==> src/rtl/branch_checkpoint_ctrl_pkg.sv <==
// Shared types for the branch checkpoint controller.
// Map rows, physical tags and the CDB merge helper.
package branch_checkpoint_ctrl_pkg;

  localparam int NUM_CP      = 4;
  localparam int NUM_GEN_REG = 32;
  localparam int PHYS_W      = 7;

  typedef logic [$clog2(NUM_CP)-1:0] CP_IDX;
  typedef logic [4:0]                GEN_REG;
  typedef logic [PHYS_W-1:0]         PHYS_REG;

  typedef struct packed {
    PHYS_REG phys_tag;
  } MAP_ROW_T;

  typedef MAP_ROW_T [NUM_GEN_REG-1:0] MAP_T;

  // MSB of a tag is the ready bit; match on the index bits only.
  function automatic MAP_ROW_T cdb_merge(
    input MAP_ROW_T row,
    input logic     en,
    input PHYS_REG  tag
  );
    MAP_ROW_T res;
    res = row;
    if (en && (row.phys_tag[PHYS_W-2:0] == tag[PHYS_W-2:0]))
      res.phys_tag = tag;
    return res;
  endfunction

  function automatic MAP_T cdb_merge_map(
    input MAP_T    m,
    input logic    en,
    input PHYS_REG tag
  );
    MAP_T res;
    for (int r = 0; r < NUM_GEN_REG; r++)
      res[r] = cdb_merge(m[r], en, tag);
    return res;
  endfunction

endpackage

==> src/rtl/branch_checkpoint_ctrl.sv <==
// Circular buffer of map-table snapshots taken at branch dispatch.
// Restores on mispredict and squashes all younger checkpoints.
module branch_checkpoint_ctrl
  import branch_checkpoint_ctrl_pkg::*;
#(
  parameter int  NUM_CHECKPOINTS = NUM_CP,
  localparam int IW = $clog2(NUM_CHECKPOINTS)
) (
  input  logic                       clock,
  input  logic                       reset,
  input  logic                       branch_dispatch_en,
  input  MAP_T                       map_table_in,
  input  logic                       CDB_en,
  input  PHYS_REG                    CDB_tag_in,
  input  logic                       branch_resolve_en,
  input  logic [IW-1:0]              branch_resolve_tag,
  input  logic                       branch_incorrect,
  output logic [IW-1:0]              checkpoint_tag,
  output logic                       checkpoint_full,
  output MAP_T                       map_check_point,
  output logic                       branch_recover,
  output logic [NUM_CHECKPOINTS-1:0] squash_mask
);

  localparam int N  = NUM_CHECKPOINTS;
  localparam int CW = IW + 1;

  logic [N-1:0]  r_valid;
  logic [N-1:0]  r_resolved;
  MAP_T          r_snap [N];
  logic [IW-1:0] r_head;
  logic [IW-1:0] r_tail;
  logic [CW-1:0] r_count;

  logic          w_accept;
  logic          w_alloc;
  logic          w_retire;
  logic [N-1:0]  w_squash;
  logic [N-1:0]  w_valid_nxt;
  logic [N-1:0]  w_res_nxt;
  logic [CW-1:0] w_count_nxt;
  MAP_T          w_alloc_map;

  // Entries from tag up to tail-1 (wrapping) are the mispredicted
  // branch and everything younger.
  function automatic logic [N-1:0] age_mask(
    input logic [IW-1:0] tail,
    input logic [IW-1:0] tag,
    input logic [N-1:0]  valid
  );
    logic [N-1:0]  m;
    logic [IW-1:0] span;
    logic [IW-1:0] off;
    m    = '0;
    span = tail - tag - IW'(1);
    for (int i = 0; i < N; i++) begin
      off  = IW'(i) - tag;
      m[i] = valid[i] && (off <= span);
    end
    return m;
  endfunction

  assign w_accept        = branch_resolve_en & r_valid[branch_resolve_tag];
  assign branch_recover  = w_accept & branch_incorrect;
  assign checkpoint_full = (r_count == CW'(N));
  assign checkpoint_tag  = r_tail;
  assign squash_mask     = w_squash;
  assign w_alloc         = branch_dispatch_en & ~checkpoint_full
                         & ~branch_recover;
  assign w_retire        = r_valid[r_head] & r_resolved[r_head]
                         & ~w_squash[r_head];
  assign w_alloc_map     = cdb_merge_map(map_table_in, CDB_en, CDB_tag_in);
  assign map_check_point = cdb_merge_map(r_snap[branch_resolve_tag],
                                         CDB_en, CDB_tag_in);

  always_comb begin
    w_squash    = '0;
    w_valid_nxt = '0;
    w_res_nxt   = '0;
    w_count_nxt = '0;
    if (branch_recover)
      w_squash = age_mask(r_tail, branch_resolve_tag, r_valid);
    w_valid_nxt = r_valid & ~w_squash;
    w_res_nxt   = r_resolved & ~w_squash;
    if (w_accept && !branch_incorrect)
      w_res_nxt[branch_resolve_tag] = 1'b1;
    if (w_retire) begin
      w_valid_nxt[r_head] = 1'b0;
      w_res_nxt[r_head]   = 1'b0;
    end
    if (w_alloc) begin
      w_valid_nxt[r_tail] = 1'b1;
      w_res_nxt[r_tail]   = 1'b0;
    end
    for (int i = 0; i < N; i++)
      w_count_nxt = w_count_nxt + CW'(w_valid_nxt[i]);
  end

  always_ff @(posedge clock) begin
    if (reset) begin
      r_valid    <= '0;
      r_resolved <= '0;
      r_head     <= '0;
      r_tail     <= '0;
      r_count    <= '0;
    end else begin
      r_valid    <= w_valid_nxt;
      r_resolved <= w_res_nxt;
      r_count    <= w_count_nxt;
      if (w_retire)
        r_head <= r_head + IW'(1);
      if (branch_recover)
        r_tail <= branch_resolve_tag;
      else if (w_alloc)
        r_tail <= r_tail + IW'(1);
    end
  end

  // Snapshot payload is only meaningful while its valid bit is set.
  always_ff @(posedge clock) begin
    for (int i = 0; i < N; i++) begin
      if (!reset && w_alloc && (r_tail == IW'(i)))
        r_snap[i] <= w_alloc_map;
      else if (!reset && r_valid[i])
        r_snap[i] <= cdb_merge_map(r_snap[i], CDB_en, CDB_tag_in);
    end
  end

endmodule

==> config.mk <==
export PLATFORM = sky130hd
export DESIGN_NAME = branch_checkpoint_ctrl
export DESIGN_NICKNAME = d
export VERILOG_FILES = /design/src/rtl/branch_checkpoint_ctrl_pkg.sv /design/src/rtl/branch_checkpoint_ctrl.sv
export SDC_FILE = /design/constraint.sdc
export NUM_CORES = 2
export LEC_CHECK = 0
export BUFFER_PORTS_ARGS = -buffer_cell sky130_fd_sc_hd__buf_4
export CORE_ASPECT_RATIO = 0.75
export CORE_MARGIN = 1
export CORE_UTILIZATION = 50
export CTS_CLUSTER_DIAMETER = 120
export DETAILED_ROUTE_END_ITERATION = 7
export PLACE_DENSITY = 0.69
export SLEW_MARGIN = 20
export SYNTH_ARGS = -nofsm -noshare
export SYNTH_HDL_FRONTEND = slang
export SYNTH_SLANG_ARGS = --single-unit
==> constraint.sdc <==
create_clock -name clock -period 12.1 [get_ports clock]
set_input_delay 1.21 -clock clock [delete_from_list [all_inputs] [get_ports clock]]
set_output_delay 1.21 -clock clock [all_outputs]
set_load 0.05 [all_outputs]
==> summary.md <==
| Metric | Value |
|---|---|
| Status | complete, but fails checks |
| Crit end category | output port |
| Core Region | ~110000 um^2 |
| Post-Place Worst Slack | roughly 5500 ps |
| Synth top area share | 48.7% |
| Final cycle utilization of the critical path | 54.9% |
| DRC Markers | 0 |
| Post-synth EDFFs | approximately 900 |
| Hold path depth | 2 |
| Die Wd | 386 um |
| Post-CTS setup buffer count | 0 |
| Syn Nets | around 5400 |
| Yosys warnings | 0 |
| First-pass GRT wire length | around 300000 um |
| # resized after CTS | 0 |
| CP max-delay cell | buf_4 |
| Initial detailed-routing violation count | between 7000 and 8000 |
| Failing checks | max-slew violations |
| Crit path buffers/inverters | 4 |
| Num CTS Buffers | between 90 and 100 |
| Crit path cell chain | buf_8 > buf_4 > buf_4 > mux4_2 > xnor2_1 > nand4_1 > nor4_1 > mux2_2 > buf_4 |
| Top FF cell, synth | edfxtp_1 |
| Distinct cells, synth | 49 |
| VDD IR max | roughly 0.12 mV |
| Detailed Place HPWL | 129000 um |
| Synth Instances | 5108 |
| Worst Hold End | r_resolved[1] |
| Arr. time, crit path | roughly 5400 ps |
| Hold Vio Cnt, Final | 0 |
| Crit-path max FO | 61 |
| Total grt overflow | 0 |
| Leakage Power | roughly 25 nW |
| Maximum clock frequency | ~150 MHz |
| Post-layout nets | between 5000 and 6000 |
| Later-pin clock latency in the skew report | 690 ps |
| Sink Count | roughly 910 |
| Io pins | ~470 |
| Worst-Margin Slew | between 1500 and 2000 ps |
| Crit path time final | roughly 6600 ps |
| Worst setup SP type | input port |
| Top post-synthesis cells by count | nand2_1, edfxtp_1, xor2_1 |
| Initial Util | ~50% |
| Type of the worst setup path | in2out |
| WP data required | 10890 ps |
| Fillers | approximately 9000 |
| Seq/Total Area, Yosys | 49.3% |
| Async set-reset flop share out of synthesis | 0% |
| RSZ-0062 raised after global routing | no |
| Slew margin rel. | -8.89% |
| I/O Buffers | 470 |
| Vias in the first global route | about 42000 |
| Vias/cell | between 6 and 7 |
| Most common cell in the synthesized netlist | nand2_1 |
| Critical R2R Launch | r_count[2] |
| Die height | 290 um |
| Clock Pin Slew Worst Setup and Hold Paths | 60 ps |
| Setup-failing EPs final | 0 |
| P per Cell Area | between 100 and 150 nW/um^2 |
| DR pass1 iterations | 6 |
| Worst reg-to-reg setup slack | approximately 7600 ps |
| Most common cell on crit path | buf_4 |
| Largest area contributor in the netlist | edfxtp_1 |
| Share of layout cells above drive strength 1 | a little under a fifth |
| Post-Synthesis Cell Area | 55200 um^2 |
| Row cnt | 105 |
| Top cell family by delay on the critical path | buffers and inverters |
| Register Area | roughly 27000 um^2 |
| Ranking of synthesized cells by area | edfxtp_1, xor2_1, nand2_1, mux4_2, xnor2_1 |
| Antenna violations before repair | 14 |
| Global-route usage over all layers | 37.5% |
| Largest net degree at the start of global routing | approximately 170 |
| CTS hold repair buffers | 0 |
| RD Place Congestion | about 0.9 |
| Max capacitance violation total | 0 |
| TritonCTS clock tree | yes |
| Reg2reg path depth | 9 |
| Reg-to-Reg End | r_snap[3][209] |
| H-tree Lvls | 3 |
| Routed WL per cell | a little over 30 um |
| CTS Buffer Depth | 3 |
| TNS Setup | 0 ps |
| Die ar. | between 100000 and 150000 um^2 |
| Via Count | between 40000 and 50000 |
| Pins over their slew limit | between 60 and 70 |
| Root Driver | clkbuf_16 |
| Min-Delay Path Class | reg2reg |
| Area of the multi-input gates | approximately 26000 um^2 |
| Clock skew | approximately 25 ps |
| Worst setup margin | 5460 ps |
| HP Start | r_resolved[1] |
| Final ANT Viol Nets | 0 |
| Mean Syn Cell Area | around 11 um^2 |
| Routed wire length | 214000 um |
| Area grow syn2layout | 14.1% |
| Seq cells post-synth | 911 |
| Largest stage delay on the critical path | between 800 and 900 ps |
## per-layer routing
metal  track usage (%)  wire, um  vias to the layer above  share of wire [%]
li1                  -         -                    18218                  -
met1              51.5     78200                    21547                 37
met2              55.6     92500                     3804                 43
met3              11.0     32500                      637                 15
met4              15.7     10400                       10                4.9
met5                 0        54                        -              0.025
## final cells by class
class,instances,share of cell area [%]
sequential,911,43.2
timing repair buffer,557,6.89
inverter,18,0.107
multi-input combinational,3768,41.8
clock buffer,108,3.95
clock inverter,64,1.17
tap,1444,2.87
antenna,7,0.0278
## cell families (layout without fill, tap and decap cells)
group                      count (synthesis)  in the layout  share of synthesized area [%]
and+or+nand+nor                         2010           2010                           15.4
xor gates and xnor gates                1157           1157                           18.4
DFF                                      911            911                           49.3
buffers and inverters                    429            747                           3.26
muxes                                    293            293                           10.5
AOI/OAI and AO/OA                        289            289                           2.77
adders and majority gates                 19             19                          0.444
other                                      0              7                              0
## flip-flops by register name (all words and copies together) (netlist names)
signal / cells
checkpoint_tag: 2
r_count: 3
r_head: 2
r_resolved: 4
r_snap: 896
r_valid: 4
## worst reg2reg max path: cells and delay by family (launching register included)
kind,cells,cell delay (ps)
compound gates,1,260
buf+inv,3,1720
flops,1,290
simple gates,5,2090
## cell usage in the layout (no fill, tap or decap), types with 62 or more instances in the layout
| cell | count |
|---|---|
| nand2_1 | 1543 |
| edfxtp_1 | 896 |
| xor2_1 | 705 |
| buf_4 | 541 |
| xnor2_1 | 450 |
| mux4_2 | 224 |
| nor4_1 | 194 |
| a21oi_1 | 135 |
| nand3_1 | 133 |
| clkbuf_16 | 98 |
| o21ai_0 | 69 |
| nand4_1 | 66 |
| o21ai_1 | 62 |
## how the worst max path moves through the flow
stage	to	start	slack, ps	depth (start not counted)
detailed placement	map_check_point[181]	branch_resolve_tag[0]	5470	9
global route	map_check_point[181]	branch_resolve_tag[0]	5140	9
global placement	map_check_point[181]	branch_resolve_tag[0]	5550	9
CTS	map_check_point[181]	branch_resolve_tag[0]	5420	9
floorplan	r_count[1]	branch_resolve_tag[0]	6570	19
finish	map_check_point[181]	branch_resolve_tag[0]	5460	9
## power by group
part | internal, mW | switching [mW]
Combinational | 0.527 | 0.998
Clock | 1.80 | 1.33
Sequential | 3.60 | 0.0646
## stage by stage
stage	power, mW	utilization [%]	hold slack [ps]	cells	cell area [um^2]
floorplan	4.71	-	521	5108	55200
detailed placement	5.22	54.6	613	6698	59800
CTS	8.28	57.6	623	6870	63000
global placement	5.20	54.6	584	6698	59800
global route	8.51	57.6	644	6876	63000
finish	8.33	57.6	620	6877	63000
Note: power is estimated with default switching activity, not from simulation.
